==> src/rtl/sdram_cmd_arbiter_if.sv <==
// Bus bundle between the SDRAM command arbiter, the front end and the read/write engines.
// master = arbiter side, slave = surrounding logic (front end, engines, pins).
`ifndef SDRAM_CMD_NOP
`define SDRAM_CMD_NOP 3'b111
`endif
`ifndef SDRAM_CMD_ACT
`define SDRAM_CMD_ACT 3'b011
`endif
`ifndef SDRAM_CMD_WRITE
`define SDRAM_CMD_WRITE 3'b100
`endif
`ifndef SDRAM_CMD_PRE
`define SDRAM_CMD_PRE 3'b010
`endif
`ifndef SDRAM_CMD_AR
`define SDRAM_CMD_AR 3'b001
`endif

interface sdram_cmd_arbiter_if;
    localparam int unsigned CMD_W   = 3;
    localparam int unsigned ADDR_W  = 12;
    localparam int unsigned BANK_W  = 2;
    localparam int unsigned COUNT_W = 16;

    logic               init_done;
    logic               app_read_req;
    logic               app_write_req;
    logic               rd_enable;
    logic               rd_idle;
    logic               rd_wait_for_refresh;
    logic [CMD_W-1:0]   rd_command;
    logic [ADDR_W-1:0]  rd_address;
    logic [BANK_W-1:0]  rd_bank;
    logic               wr_enable;
    logic               wr_idle;
    logic               wr_wait_for_refresh;
    logic [CMD_W-1:0]   wr_command;
    logic [ADDR_W-1:0]  wr_address;
    logic [BANK_W-1:0]  wr_bank;
    logic               auto_refresh;
    logic [CMD_W-1:0]   sdram_command;
    logic [ADDR_W-1:0]  sdram_address;
    logic [BANK_W-1:0]  sdram_bank;
    logic [1:0]         grant;
    logic [COUNT_W-1:0] refresh_count;
    logic               refresh_late;

    modport master (
        input  init_done, app_read_req, app_write_req,
        input  rd_idle, rd_wait_for_refresh, rd_command, rd_address, rd_bank,
        input  wr_idle, wr_wait_for_refresh, wr_command, wr_address, wr_bank,
        output rd_enable, wr_enable, auto_refresh,
        output sdram_command, sdram_address, sdram_bank, grant,
        output refresh_count, refresh_late
    );

    modport slave (
        output init_done, app_read_req, app_write_req,
        output rd_idle, rd_wait_for_refresh, rd_command, rd_address, rd_bank,
        output wr_idle, wr_wait_for_refresh, wr_command, wr_address, wr_bank,
        input  rd_enable, wr_enable, auto_refresh,
        input  sdram_command, sdram_address, sdram_bank, grant,
        input  refresh_count, refresh_late
    );
endinterface

==> src/rtl/sdram_cmd_arbiter.sv <==
// Owns the SDRAM command bus: grants it to the read or write engine and interleaves
// precharge-all + auto-refresh. Define SDRAM_ARB_STATS_EN to build the refresh statistics.
module sdram_cmd_arbiter #(
    parameter int unsigned REFRESH_INTERVAL = 1560,
    parameter int unsigned T_RP             = 2,
    parameter int unsigned T_RFC            = 7
) (
    input  logic                 clk,
    input  logic                 rst,
    sdram_cmd_arbiter_if.master  bus
);
    localparam int unsigned TIMER_W  = $clog2(REFRESH_INTERVAL + 1);
    localparam int unsigned WAIT_MAX = (T_RP > T_RFC) ? T_RP : T_RFC;
    localparam int unsigned WAIT_W   = $clog2(WAIT_MAX + 1);
    localparam logic [1:0]  G_NONE   = 2'b00;
    localparam logic [1:0]  G_RD     = 2'b01;
    localparam logic [1:0]  G_WR     = 2'b10;

    typedef enum logic [2:0] {
        S_IDLE, S_GRANT_RD, S_GRANT_WR, S_PRE_ALL, S_PRE_WAIT, S_REFRESH, S_RFC_WAIT
    } state_t;

    state_t              state, state_d;
    logic [WAIT_W-1:0]   wait_cnt, wait_d;
    logic [1:0]          resume, resume_d;
    logic                last_wr, last_wr_d;
    logic                rd_en_q, rd_en_d, wr_en_q, wr_en_d;
    logic [1:0]          grant_q, grant_d;
    logic                refresh_done;
    logic                pending;
    logic [TIMER_W-1:0]  timer;
    logic                expire;
    logic                hold_rd, hold_wr;

    assign expire  = bus.init_done && (timer == '0);
    assign hold_rd = (resume == G_RD);
    assign hold_wr = (resume == G_WR);

    // Refresh interval timer; runs only once the SDRAM is initialised.
    always_ff @(posedge clk) begin
        if (rst) begin
            timer   <= TIMER_W'(REFRESH_INTERVAL - 1);
            pending <= 1'b0;
        end else begin
            if (bus.init_done) begin
                if (timer == '0) timer <= TIMER_W'(REFRESH_INTERVAL - 1);
                else             timer <= timer - 1'b1;
            end
            if (expire)            pending <= 1'b1;
            else if (refresh_done) pending <= 1'b0;
        end
    end

    always_ff @(posedge clk) begin
        if (rst) begin
            state    <= S_IDLE;
            wait_cnt <= '0;
            resume   <= G_NONE;
            last_wr  <= 1'b1;
            rd_en_q  <= 1'b0;
            wr_en_q  <= 1'b0;
            grant_q  <= G_NONE;
        end else begin
            state    <= state_d;
            wait_cnt <= wait_d;
            resume   <= resume_d;
            last_wr  <= last_wr_d;
            rd_en_q  <= rd_en_d;
            wr_en_q  <= wr_en_d;
            grant_q  <= grant_d;
        end
    end

    always_comb begin
        state_d      = state;
        wait_d       = wait_cnt;
        resume_d     = resume;
        last_wr_d    = last_wr;
        rd_en_d      = 1'b0;
        wr_en_d      = 1'b0;
        grant_d      = G_NONE;
        refresh_done = 1'b0;
        case (state)
            S_IDLE: begin
                if (bus.init_done) begin
                    if (pending) begin
                        state_d  = S_PRE_ALL;
                        resume_d = G_NONE;
                    end else if (bus.app_read_req && (!bus.app_write_req || last_wr)) begin
                        state_d   = S_GRANT_RD;
                        rd_en_d   = 1'b1;
                        grant_d   = G_RD;
                        last_wr_d = 1'b0;
                    end else if (bus.app_write_req) begin
                        state_d   = S_GRANT_WR;
                        wr_en_d   = 1'b1;
                        grant_d   = G_WR;
                        last_wr_d = 1'b1;
                    end
                end
            end
            S_GRANT_RD: begin
                rd_en_d = 1'b1;
                grant_d = G_RD;
                if (pending && bus.rd_wait_for_refresh && bus.rd_idle) begin
                    state_d  = S_PRE_ALL;
                    resume_d = G_RD;
                    grant_d  = G_NONE;
                end else if (!bus.app_read_req) begin
                    rd_en_d = 1'b0;
                    if (bus.rd_idle) begin
                        state_d = S_IDLE;
                        grant_d = G_NONE;
                    end
                end
            end
            S_GRANT_WR: begin
                wr_en_d = 1'b1;
                grant_d = G_WR;
                if (pending && bus.wr_wait_for_refresh && bus.wr_idle) begin
                    state_d  = S_PRE_ALL;
                    resume_d = G_WR;
                    grant_d  = G_NONE;
                end else if (!bus.app_write_req) begin
                    wr_en_d = 1'b0;
                    if (bus.wr_idle) begin
                        state_d = S_IDLE;
                        grant_d = G_NONE;
                    end
                end
            end
            // Parked engine keeps its enable through the whole refresh sequence.
            S_PRE_ALL: begin
                rd_en_d = hold_rd;
                wr_en_d = hold_wr;
                state_d = S_PRE_WAIT;
                wait_d  = WAIT_W'(T_RP - 1);
            end
            S_PRE_WAIT: begin
                rd_en_d = hold_rd;
                wr_en_d = hold_wr;
                if (wait_cnt == '0) state_d = S_REFRESH;
                else                wait_d  = wait_cnt - 1'b1;
            end
            S_REFRESH: begin
                rd_en_d = hold_rd;
                wr_en_d = hold_wr;
                state_d = S_RFC_WAIT;
                wait_d  = WAIT_W'(T_RFC - 1);
            end
            S_RFC_WAIT: begin
                rd_en_d = hold_rd;
                wr_en_d = hold_wr;
                if (wait_cnt == '0) begin
                    refresh_done = 1'b1;
                    if (hold_rd && bus.app_read_req) begin
                        state_d = S_GRANT_RD;
                        grant_d = G_RD;
                    end else if (hold_wr && bus.app_write_req) begin
                        state_d = S_GRANT_WR;
                        grant_d = G_WR;
                    end else begin
                        state_d = S_IDLE;
                        rd_en_d = 1'b0;
                        wr_en_d = 1'b0;
                    end
                end else begin
                    wait_d = wait_cnt - 1'b1;
                end
            end
            default: state_d = S_IDLE;
        endcase
    end

    // Pin register: granted engine passes through with one cycle of latency.
    always_ff @(posedge clk) begin
        if (rst) begin
            bus.sdram_command <= `SDRAM_CMD_NOP;
            bus.sdram_address <= '0;
            bus.sdram_bank    <= '0;
        end else begin
            case (state)
                S_GRANT_RD: begin
                    bus.sdram_command <= bus.rd_command;
                    bus.sdram_address <= bus.rd_address;
                    bus.sdram_bank    <= bus.rd_bank;
                end
                S_GRANT_WR: begin
                    bus.sdram_command <= bus.wr_command;
                    bus.sdram_address <= bus.wr_address;
                    bus.sdram_bank    <= bus.wr_bank;
                end
                S_PRE_ALL: begin
                    bus.sdram_command <= `SDRAM_CMD_PRE;
                    bus.sdram_address <= 12'h400;
                    bus.sdram_bank    <= '0;
                end
                S_REFRESH: begin
                    bus.sdram_command <= `SDRAM_CMD_AR;
                    bus.sdram_address <= '0;
                    bus.sdram_bank    <= '0;
                end
                default: begin
                    bus.sdram_command <= `SDRAM_CMD_NOP;
                    bus.sdram_address <= '0;
                    bus.sdram_bank    <= '0;
                end
            endcase
        end
    end

    assign bus.rd_enable    = rd_en_q;
    assign bus.wr_enable    = wr_en_q;
    assign bus.grant        = grant_q;
    assign bus.auto_refresh = pending;

`ifdef SDRAM_ARB_STATS_EN
    logic [15:0] count_q;
    logic        late_q;
    logic        late_event;

    // A second expiry before the first refresh was serviced counts as late.
    assign late_event = expire && pending && !refresh_done;

    always_ff @(posedge clk) begin
        if (rst) begin
            count_q <= '0;
            late_q  <= 1'b0;
        end else begin
            if (refresh_done) count_q <= count_q + 16'd1;
            if (late_event)   late_q  <= 1'b1;
        end
    end

    assign bus.refresh_count = count_q;
    assign bus.refresh_late  = late_q;
`else
    assign bus.refresh_count = '0;
    assign bus.refresh_late  = 1'b0;
`endif
endmodule
==> src/flat_wrapper.sv <==
// flat-port wrapper written by rule: the top's interface ports become plain ports
module sdram_cmd_arbiter_flat 
#(
    parameter int unsigned REFRESH_INTERVAL = 1560,
    parameter int unsigned T_RP             = 2,
    parameter int unsigned T_RFC            = 7
)
  (clk, rst, bus_init_done, bus_app_read_req, bus_app_write_req, bus_rd_idle, bus_rd_wait_for_refresh, bus_rd_command, bus_rd_address, bus_rd_bank, bus_wr_idle, bus_wr_wait_for_refresh, bus_wr_command, bus_wr_address, bus_wr_bank, bus_rd_enable, bus_wr_enable, bus_auto_refresh, bus_sdram_command, bus_sdram_address, bus_sdram_bank, bus_grant, bus_refresh_count, bus_refresh_late);
  sdram_cmd_arbiter_if bus_i ();
  input  logic clk;
  input  logic rst;
  input wire logic [$bits(bus_i.init_done)-1:0] bus_init_done;
  input wire logic [$bits(bus_i.app_read_req)-1:0] bus_app_read_req;
  input wire logic [$bits(bus_i.app_write_req)-1:0] bus_app_write_req;
  input wire logic [$bits(bus_i.rd_idle)-1:0] bus_rd_idle;
  input wire logic [$bits(bus_i.rd_wait_for_refresh)-1:0] bus_rd_wait_for_refresh;
  input wire logic [$bits(bus_i.rd_command)-1:0] bus_rd_command;
  input wire logic [$bits(bus_i.rd_address)-1:0] bus_rd_address;
  input wire logic [$bits(bus_i.rd_bank)-1:0] bus_rd_bank;
  input wire logic [$bits(bus_i.wr_idle)-1:0] bus_wr_idle;
  input wire logic [$bits(bus_i.wr_wait_for_refresh)-1:0] bus_wr_wait_for_refresh;
  input wire logic [$bits(bus_i.wr_command)-1:0] bus_wr_command;
  input wire logic [$bits(bus_i.wr_address)-1:0] bus_wr_address;
  input wire logic [$bits(bus_i.wr_bank)-1:0] bus_wr_bank;
  output wire logic [$bits(bus_i.rd_enable)-1:0] bus_rd_enable;
  output wire logic [$bits(bus_i.wr_enable)-1:0] bus_wr_enable;
  output wire logic [$bits(bus_i.auto_refresh)-1:0] bus_auto_refresh;
  output wire logic [$bits(bus_i.sdram_command)-1:0] bus_sdram_command;
  output wire logic [$bits(bus_i.sdram_address)-1:0] bus_sdram_address;
  output wire logic [$bits(bus_i.sdram_bank)-1:0] bus_sdram_bank;
  output wire logic [$bits(bus_i.grant)-1:0] bus_grant;
  output wire logic [$bits(bus_i.refresh_count)-1:0] bus_refresh_count;
  output wire logic [$bits(bus_i.refresh_late)-1:0] bus_refresh_late;
  assign bus_i.init_done = bus_init_done;
  assign bus_i.app_read_req = bus_app_read_req;
  assign bus_i.app_write_req = bus_app_write_req;
  assign bus_i.rd_idle = bus_rd_idle;
  assign bus_i.rd_wait_for_refresh = bus_rd_wait_for_refresh;
  assign bus_i.rd_command = bus_rd_command;
  assign bus_i.rd_address = bus_rd_address;
  assign bus_i.rd_bank = bus_rd_bank;
  assign bus_i.wr_idle = bus_wr_idle;
  assign bus_i.wr_wait_for_refresh = bus_wr_wait_for_refresh;
  assign bus_i.wr_command = bus_wr_command;
  assign bus_i.wr_address = bus_wr_address;
  assign bus_i.wr_bank = bus_wr_bank;
  assign bus_rd_enable = bus_i.rd_enable;
  assign bus_wr_enable = bus_i.wr_enable;
  assign bus_auto_refresh = bus_i.auto_refresh;
  assign bus_sdram_command = bus_i.sdram_command;
  assign bus_sdram_address = bus_i.sdram_address;
  assign bus_sdram_bank = bus_i.sdram_bank;
  assign bus_grant = bus_i.grant;
  assign bus_refresh_count = bus_i.refresh_count;
  assign bus_refresh_late = bus_i.refresh_late;
  sdram_cmd_arbiter #(.REFRESH_INTERVAL(REFRESH_INTERVAL), .T_RP(T_RP), .T_RFC(T_RFC)) u_core (.clk(clk), .rst(rst), .bus(bus_i));
endmodule
==> config.mk <==
export PLATFORM = sky130hd
export DESIGN_NAME = sdram_cmd_arbiter_flat
export DESIGN_NICKNAME = d
export VERILOG_FILES = /design/src/rtl/sdram_cmd_arbiter_if.sv /design/src/rtl/sdram_cmd_arbiter.sv /design/src/flat_wrapper.sv
export SDC_FILE = /design/constraint.sdc
export NUM_CORES = 1
export LEC_CHECK = 0
export ABC_AREA = 0
export BUFFER_PORTS_ARGS = -buffer_cell sky130_fd_sc_hd__clkbuf_2
export CAP_MARGIN = 20
export CORE_MARGIN = 10
export CORE_UTILIZATION = 44
export DETAILED_ROUTE_END_ITERATION = 8
export PLACE_DENSITY_LB_ADDON = 0.2
export SLEW_MARGIN = 20
export SYNTH_ARGS = -nofsm -noshare
export SYNTH_HDL_FRONTEND = slang
export SYNTH_SLANG_ARGS = --single-unit
==> constraint.sdc <==
create_clock -name clk -period 1.4 [get_ports clk]
set_input_delay 0.28 -clock clk [delete_from_list [all_inputs] [get_ports clk]]
set_output_delay 0.28 -clock clk [all_outputs]
set_load 0.02 [all_outputs]
==> out/qor.yml, run 1 <==
outcome:
  status: "finished with violations"
  violations: "setup timing"
timing:
  finalSetupViolations: 3
  fin_crit_ns: 1.456
  rsz0062_at_grt: "yes"
  fin_crit_sh_pct: 104.0
  worst_slack_ns: -0.05619
  finalHoldViolCount: 0
  fmax_mhz: 686.7
  drv_slew: 0
  fin_skew_ns: 0.002593
die:
  rows: 25
  dieWidth_um: 91.33
  coreArea_mm2: 0.004817
  top_level_ports: 82
  die-area_mm2: 0.008340
  die_y_um: 91.33
  start_util_pct: 46.47
drt:
  drt_wl_total_mm: 6.310
  wl_per_cell_um: 14.08
  drc: 0
  dr.pass1.iters: 4
  vias_per_cell: 5.033
  drtIter0Drc: 152
  ant_nets: 0
  num_vias: 2255
global_route:
  grt_pass1_vias: 2240
  grt_pass1_wl_mm: 10.05
  grt_usage_pct: 14.21
  grt_util_met2_pct: 25.30
  met3_usage_pct: 4.527
  antenna_found_initial: 0
  grt_util_met1_pct: 15.23
  grt.busiest_layer: "met2"
  grt_max_degree: 16
  grt_overflow: 0
power:
  swShare_pct: 32.75
  ir_drop_mv: 0.5610
  power.leakage_nw: 1.493
  total_power_w: 0.003246
  switchingPower_w: 0.001063
  p_int_w: 0.002183
  power_frac_clock_pct: 25.5
  seqPwrFrac_pct: 40.8
  powerDensity_mw_per_mm2: 1003
  power_frac_comb_pct: 33.7
logic_synthesis:
  synthCells: 271
  synth_top_family_by_area: "simple AND/OR/NAND/NOR gates"
  synth-seq-cells: 42
  synthAdderAreaFrac_pct: 2.236
  synthTopCellsByArea: "dfxtp_1 38%, buf_4 6.4%, nor2_1 6.0%"
  synth.avg_cell_area_um2: 8.260
  synth.area.mux_share_pct: 0
  yosys.area_share.simple_pct: 22.69
  synth_cell_types: 49
  synth_compound_area_share_pct: 21.97
  yosysSeqAreaShare_pct: 37.56
  yosysWarnings: 0
  yosysTopAreaCell: "dfxtp_1"
  async_flop_share_pct: 0
  synth.top_cell.area_share_pct: 37.56
  syn_area_mm2: 0.002238
  ys.flop_type: "dfxtp_1"
  synth_xor_area_share_pct: 3.913
  synth_edf_count: 0
clock_tree:
  clk_pin_slew_ns: 0.08
  clk_path_buf_depth: 2
  insertion_delay_ns: 0.30
  cts_tree: "done"
  h-tree-depth: 2
  cts_root_buf: "clkbuf_8"
  cts_buffers: 5
  cts.sinks: 42
min_path:
  min_delay_worst_endpoint: "u_core.bus.sdram_address[6]"
  min-delay-start: "bus_rd_address[6]"
  hold_depth: 3
  holdCritPathClass: "primary input to register"
setup_path:
  critical_path_required_ns: 1.57
  endpoint_kind: "register"
  worstPathMaxFanout: 6
  r2r-end: "u_core.state[1]"
  r2r_cells: 5
  r2r_start: "u_core.state[1]"
  criticalPathCategory: "register to register"
  crit_arrival_ns: 1.63
  cp-start-kind: "register"
  r2r_slack_ns: -0.06
placed_design:
  dp.cells: 438
  numPortBuffers: 64
  gp_congestion: 0.9474
  hpwl_mm: 4.879
final_layout:
  drive_gt1_share_pct: 46.98
  fin_util_pct: 67.17
  diodes: 0
  layout_commonest_cell: "clkbuf_2"
  final_cells: 448
  syn_to_final_growth_pct: 44.55
  final_cell_mix: "64 x clkbuf_2, 52 x buf_4, 34 x dfxtp_1, 31 x nor2_1, 18 x nand2_1"
  fillers: 418
  nets: 427
flow_run:
  cap_violations: 0
[worst max path at each step]
| stage | startpoint | endpoint | slack (ns) |
|---|---|---|---|
| finish | u_core.state[1] | u_core.state[1] | -0.06 |
| global route | u_core.resume[0] | u_core.state[0] | -0.12 |
| CTS | u_core.state[1] | u_core.state[1] | -0.06 |
| detailed placement | bus_app_read_req | u_core.state[1] | -0.1 |
| global placement | u_core.state[1] | u_core.state[0] | -0.10 |
| floorplan | u_core.state[1] | u_core.state[1] | -0.06 |
[cell usage after synthesis (3+ instances only)]
| cell type | instances |
|---|---|
| nand2b_1 | 4 |
| xnor2_1 | 8 |
| ha_1 | 4 |
| a211oi_1 | 3 |
| nor3_1 | 6 |
| nand3_1 | 5 |
| clkbuf_1 | 7 |
| nor2b_1 | 6 |
| dfxtp_1 | 42 |
| nor4_1 | 4 |
| nor2_1 | 36 |
| nand2_1 | 21 |
| a22oi_1 | 14 |
| inv_1 | 10 |
| o21ai_0 | 9 |
| and3_1 | 4 |
| a31oi_1 | 6 |
| buf_2 | 7 |
| a21oi_1 | 15 |
| buf_4 | 19 |
[metal layers]
metal	part of all wire (%)	wire [µm]
met1	39	2474
met2	52	3280
met3	6.5	408
met4	2.3	146
met5	0	0
[timing repair]
item                       4_1_cts  5_1_grt
hold buffers                     0        0
pin swaps                        4       11
hold endpoints to repair         0        0
setup endpoints to repair       16       21
resized for setup               19       43
setup buffers                    1        1
[kinds of logic after synthesis]
group / after synthesis
AND/OR/NAND/NOR: 100
AO/OA/AOI/OAI: 69
buffers and inverters: 45
flip-flops: 42
XOR/XNOR: 10
adder cells (fa/ha/maj): 4
other: 1
[power by group through the flow]
| stage | clock, W | combinational (W) | sequential, W |
|---|---|---|---|
| global placement | 0 | 0.000949 | 0.00134 |
| CTS | 0.000870 | 0.000991 | 0.00132 |
| global route | 0.000913 | 0.00119 | 0.00133 |
| detailed placement | 0 | 0.000959 | 0.00134 |
| finish | 0.000828 | 0.00109 | 0.00132 |
| floorplan | 0 | 0.000547 | 0.00141 |
[flip-flops by register name, summed over array words and instances, names as in the netlist]
register	flops
u_core.wait_cnt	3
u_core.timer	11
u_core.bus.wr_enable	1
u_core.last_wr	1
u_core.bus.grant	2
u_core.bus.sdram_command	3
u_core.resume	2
u_core.bus.rd_enable	1
u_core.bus.auto_refresh	1
u_core.state	3
u_core.bus.sdram_address	12
u_core.bus.sdram_bank	2
[metrics by stage]
stage                     hold slack (ns)  setup WS, ns  area [µm²]  setup TNS, ns
after floorplan                    0.4171      -0.06432        2300       -0.06432
after detailed placement           0.4652      -0.09799        2898        -0.5168
after global placement             0.4561       -0.1022        2898        -0.3801
after global routing               0.2168       -0.1180        3236        -0.4981
after CTS                          0.2021      -0.06040        3049        -0.1476
final                              0.2145      -0.05619        3236        -0.1193
[critical path, cell delays in order, from the launching register on]
cell      delay, ns
dfxtp_4        0.37
nor2b_1        0.16
a31o_1         0.21
a221o_1        0.37
a211oi_2       0.17
nor4_2         0.06
[area by class of cell]
class	count	area, µm²	area share [%]
multi-input cells	200	1394	43.08
flip-flops and latches	42	858.3	26.53
inverters	10	37.54	1.160
clock buffers	7	86.33	2.668
clock inverters	1	8.758	0.2707
repair buffers	121	767.0	23.70
well taps	67	83.83	2.591
Power figures use the tool's default switching activity.
==> inputs of run 2 (changes only) <==
- RECOVER_POWER: not set -> 50
- TNS_END_PERCENT: not set -> 10
==> out/qor.yml, run 2 (synthesized netlist as in run 1, its figures left out) <==
outcome:
  status: "finished with violations"
  violations: "setup timing"
drt:
  wl_met2_mm: 3.183
  ant_nets: 0
  num_vias: 2198
  drc: 0
  dr.pass1.iters: 4
  highest_layer: "met4"
  wl_per_cell_um: 13.72
  wl_met1_mm: 2.427
  met3_length_um: 421
  drt_wl_total_mm: 6.121
  drtIter0Drc: 148
  vias_per_cell: 4.928
global_route:
  grt_overflow: 0
  grt_pass1_wl_mm: 9.901
  grt_max_degree: 16
  grt_usage_pct: 14.01
  grt_pass1_vias: 2205
  antenna_found_initial: 0
setup_path:
  slowest_delay_ns: 0.38
  r2r_slack_ns: -0.08
  crit_arrival_ns: 1.66
  critical_path.cell_chain: "nor2b_1, a31o_1, a221o_1, a211oi_2, nor4_2"
  crit_cells: 5
  r2r-end: "u_core.state[1]"
  cp-start-kind: "register"
  cp_top_family: "compound AO/OA/AOI/OAI gates"
  critical_path_required_ns: 1.57
  criticalPathCategory: "register to register"
  r2r_cells: 5
  endpoint_kind: "register"
  crit_buf_inv: 0
  worstPathMaxFanout: 6
  critPathLaunch: "u_core.state[1]"
  crit_slowest_cell: "dfxtp_4"
  critPathCapture: "u_core.state[1]"
  r2r_start: "u_core.state[1]"
final_layout:
  final_cell_mix: "64 x clkbuf_2, 54 x buf_4, 36 x dfxtp_1, 32 x nor2_1, 21 x nand2_1"
  final_cells: 446
  largest_register_ffs: 12
  syn_to_final_growth_pct: 39.24
  diodes: 0
  drive_gt1_share_pct: 42.74
  nets: 425
  fin_util_pct: 64.70
  reg.largest.list: "u_core.bus.sdram_address (12), u_core.timer (11)"
  top_register: "u_core.bus.sdram_address"
  layout_commonest_cell: "clkbuf_2"
min_path:
  holdCritPathClass: "primary input to register"
  hold_depth: 3
die:
  dieWidth_um: 91.33
  coreArea_mm2: 0.004817
  top_level_ports: 82
  die_y_um: 91.33
  start_util_pct: 46.47
  rows: 25
  die-area_mm2: 0.008340
power:
  switchingPower_w: 0.001033
  swShare_pct: 32.45
  seqPwrFrac_pct: 41.5
  total_power_w: 0.003184
  power.leakage_nw: 1.450
  ir_drop_mv: 0.5497
  p_int_w: 0.002151
  power_frac_clock_pct: 26.0
  powerDensity_mw_per_mm2: 1022
  power_frac_comb_pct: 32.5
clock_tree:
  cts_tree: "done"
  clk_pin_slew_ns: 0.08
  clk_path_buf_depth: 2
  insertion_delay_ns: 0.30
  h-tree-depth: 2
  cts.sinks: 42
  cts_root_buf: "clkbuf_8"
  cts_buffers: 5
timing:
  rsz0062_at_grt: "yes"
  finalSetupViolations: 3
  fin_crit_ns: 1.484
  worst_slack_ns: -0.08365
  drv_slew: 0
  finalHoldViolCount: 0
  fin_skew_ns: 0.002730
  fmax_mhz: 674.0
  fin_crit_sh_pct: 106.0
placed_design:
  pre_cts_ws_ns: -0.09799
  numPortBuffers: 64
  gp_congestion: 0.9474
  hpwl_mm: 4.879
  dp.cells: 438
flow_run:
  cap_violations: 0
[run 2: per-stage QoR]
stage	hold slack [ns]	area [µm²]	TNS (ns)
CTS	0.2021	3023	-0.1844
finish	0.2143	3117	-0.1146
detailed placement	0.4652	2898	-0.5168
global route	0.2166	3117	-1.064
global placement	0.4561	2898	-0.3801
floorplan	0.4171	2300	-0.06432
[run 2: worst reg2reg max path, stage by stage, from the launching register on]
cell	delay, ns
dfxtp_4	0.38
nor2b_1	0.17
a31o_1	0.21
a221o_1	0.37
a211oi_2	0.18
nor4_2	0.06
[run 2: area by class of cell]
| type | instances | area, µm² |
|---|---|---|
| Clock buffer | 7 | 86.33 |
| Clock inverter | 1 | 8.758 |
| Fill cell | 435 | 1700 |
| Sequential cell | 42 | 853.3 |
| Inverter | 10 | 37.54 |
| Tap cell | 67 | 83.83 |
| Multi-Input combinational cell | 200 | 1310 |
| Timing Repair Buffer | 119 | 737.0 |
[run 2: how the worst min path moves through the flow]
stage,slack (ns),start,end
2_1_floorplan,0.42,bus_wr_command[0],u_core.bus.sdram_command[0]
3_3_place_gp,0.46,u_core.timer[5],u_core.timer[5]
3_5_place_dp,0.47,u_core.timer[5],u_core.timer[5]
4_1_cts,0.20,bus_wr_address[10],u_core.bus.sdram_address[10]
5_1_grt,0.22,bus_rd_address[11],u_core.bus.sdram_address[11]
6_report,0.21,bus_rd_address[6],u_core.bus.sdram_address[6]
[run 2: timing repair]
action | in CTS | in global routing
resized for setup | 12 | 25
setup endpoints to repair | 16 | 21
hold buffers | 0 | 0
gates cloned | 0 | 0
pin swaps | 1 | 6
hold endpoints to repair | 0 | 0
buffers inserted | 0 | 0
[run 2: metal layers]
layer / vias up / global-route usage [%]
li1: 1129 / -
met1: 989 / 15.33
met2: 70 / 24.82
met5: - / 0
met4: 0 / 4.830
met3: 10 / 4.527
[run 2: power by group through the flow]
stage	registers, W	logic (W)	clock network (W)
after global routing	0.00133	0.00113	0.000913
after CTS	0.00132	0.000986	0.000870
after detailed placement	0.00134	0.000959	0
after floorplan	0.00141	0.000547	0
final	0.00132	0.00103	0.000828
after global placement	0.00134	0.000949	0
==> inputs of run 3 (changes only) <==
- CORE_UTILIZATION: 44 -> 29
- CTS_CLUSTER_SIZE: not set -> 30
- RECOVER_POWER: 50 -> not set
==> out/qor.yml, run 3 (synthesized netlist as in run 1, its figures left out) <==
clock_tree:
  insertion_delay_ns: 0.30
  clk_path_buf_depth: 2
  cts.sinks: 42
  cts_root_buf: "clkbuf_8"
  cts_buffers: 5
  clk_pin_slew_ns: 0.09
  h-tree-depth: 2
  cts_tree: "done"
final_layout:
  final_cell_mix: "67 x buf_4, 64 x clkbuf_2, 38 x dfxtp_1, 33 x nor2_1, 19 x nand2_1"
  largest_register_ffs: 12
  nets: 438
  reg.largest.list: "u_core.bus.sdram_address (12), u_core.timer (11)"
  diodes: 0
  top_register: "u_core.bus.sdram_address"
  final_area_mm2: 0.003308
  drive_gt1_share_pct: 45.41
  syn_to_final_growth_pct: 47.79
  layout_commonest_cell: "buf_4"
setup_path:
  endpoint_kind: "register"
  critical_path_required_ns: 1.59
  cp-start-kind: "register"
  cp_top_family: "simple AND/OR/NAND/NOR gates"
  slowest_delay_ns: 0.39
  worstPathMaxFanout: 7
  critical_path.cell_chain: "buf_4, and3_1, a21oi_1, or3_1, a211oi_2, nor3_1"
  crit_arrival_ns: 1.63
  crit_slowest_cell: "dfxtp_4"
  criticalPathCategory: "register to register"
  crit_buf_inv: 1
global_route:
  grt_usage_pct: 11.19
  grt_max_degree: 16
  grt_pass1_wl_mm: 10.66
  antenna_found_initial: 0
  grt_pass1_vias: 2431
  grt_overflow: 0
die:
  coreArea_mm2: 0.007370
  die_y_um: 107.9
  rows: 31
  start_util_pct: 30.37
  top_level_ports: 82
  dieWidth_um: 107.9
  die-area_mm2: 0.01163
drt:
  vias_per_cell: 4.640
  drt_wl_total_mm: 6.732
  drtIter0Drc: 56
  num_vias: 2278
  drc: 0
  wl_per_cell_um: 13.71
  dr.pass1.iters: 4
  ant_nets: 0
timing:
  tns_ns: -0.1055
  fin_crit_sh_pct: 102.7
  fmax_mhz: 695.7
  finalHoldViolCount: 0
  finalSetupViolations: 3
  worst_slack_ns: -0.03734
  drv_slew: 0
  fin_crit_ns: 1.437
  rsz0062_at_grt: "yes"
  fin_skew_ns: 0.004613
placed_design:
  numPortBuffers: 64
  hpwl_mm: 5.365
  pre_cts_ws_ns: -0.1311
  gp_congestion: 0.8604
  placed_area_mm2: 0.003028
min_path:
  holdCritPathClass: "primary input to register"
power:
  power.leakage_nw: 1.544
  ir_drop_mv: 0.3473
  powerDensity_mw_per_mm2: 979.0
flow_run:
  cap_violations: 0
outcome:
  violations: "setup timing"
  status: "finished with violations"
## run 3: cell types whose count changed in the layout (fill, tap and decap cells not counted), moves of 2 or more
cell and delta:
buf_4 +13, dfxtp_2 -3, nor2b_2 -3, dfxtp_1 +2, nand2_1 -2, nand2b_1 -2, nand2b_4 +2, nor2_2 -2
nor2b_1 +2, nor3_1 -2
## run 3: what timing repair did
action / 4_1_cts / 5_1_grt
setup endpoints to repair: 24 / 25
resized for setup: 16 / 28
setup buffers: 1 / 0
hold buffers: 0 / 0
pin swaps: 4 / 7
## run 3: through the flow
| stage | hold WS [ns] | power [W] | cells | utilization, % |
|---|---|---|---|---|
| finish | 0.1963 | 0.003239 | 491 | 44.89 |
| global route | 0.2046 | 0.003451 | 491 | 44.89 |
| CTS | 0.1878 | 0.003216 | 491 | 43.23 |
| floorplan | 0.4171 | 0.001959 | 287 | - |
| detailed placement | 0.4656 | 0.002373 | 482 | 41.09 |
| global placement | 0.4573 | 0.002372 | 482 | 41.09 |
## run 3: routing by layer
metal  GRT usage (%)  share of wire (%)
met5               0                  0
met4           4.580                1.9
met3           2.695                4.9
met2           20.99                 54
met1           11.56                 39
## run 3: worst paths after layout
check	startpoint	to	slack, ns	cells past startpoint
min reg2reg	u_core.timer[5]	u_core.timer[5]	0.48	2
min	bus_wr_address[10]	u_core.bus.sdram_address[10]	0.20	3
max reg2reg	u_core.state[1]	u_core.resume[1]	-0.04	6
max	u_core.state[1]	u_core.resume[1]	-0.04	6
## run 3: area by class of cell
| cell class | count | area (µm²) |
|---|---|---|
| fillers | 779 | 4061 |
| multi-input cells | 200 | 1373 |
| flip-flops and latches | 42 | 853.3 |
| repair buffers | 132 | 834.6 |
| well taps | 99 | 123.9 |
| clock buffers | 6 | 72.57 |
| inverters | 10 | 37.54 |
| clock inverters | 2 | 13.76 |
## run 3: worst register-to-register path: cells and delay by family (launching register included)
kind / cells / cell delay [ns]
buffers and inverters: 1 / 0.15
AO/OA/AOI/OAI: 2 / 0.23
flip-flops: 1 / 0.39
AND/OR/NAND/NOR: 3 / 0.57
## run 3: report_power, final
part	switching [W]	total, W	internal [W]
clock network	0.000448	0.000801	0.000352
logic	0.000592	0.00111	0.000522
registers	0.0000439	0.00132	0.00128
total	0.00108	0.00324	0.00215
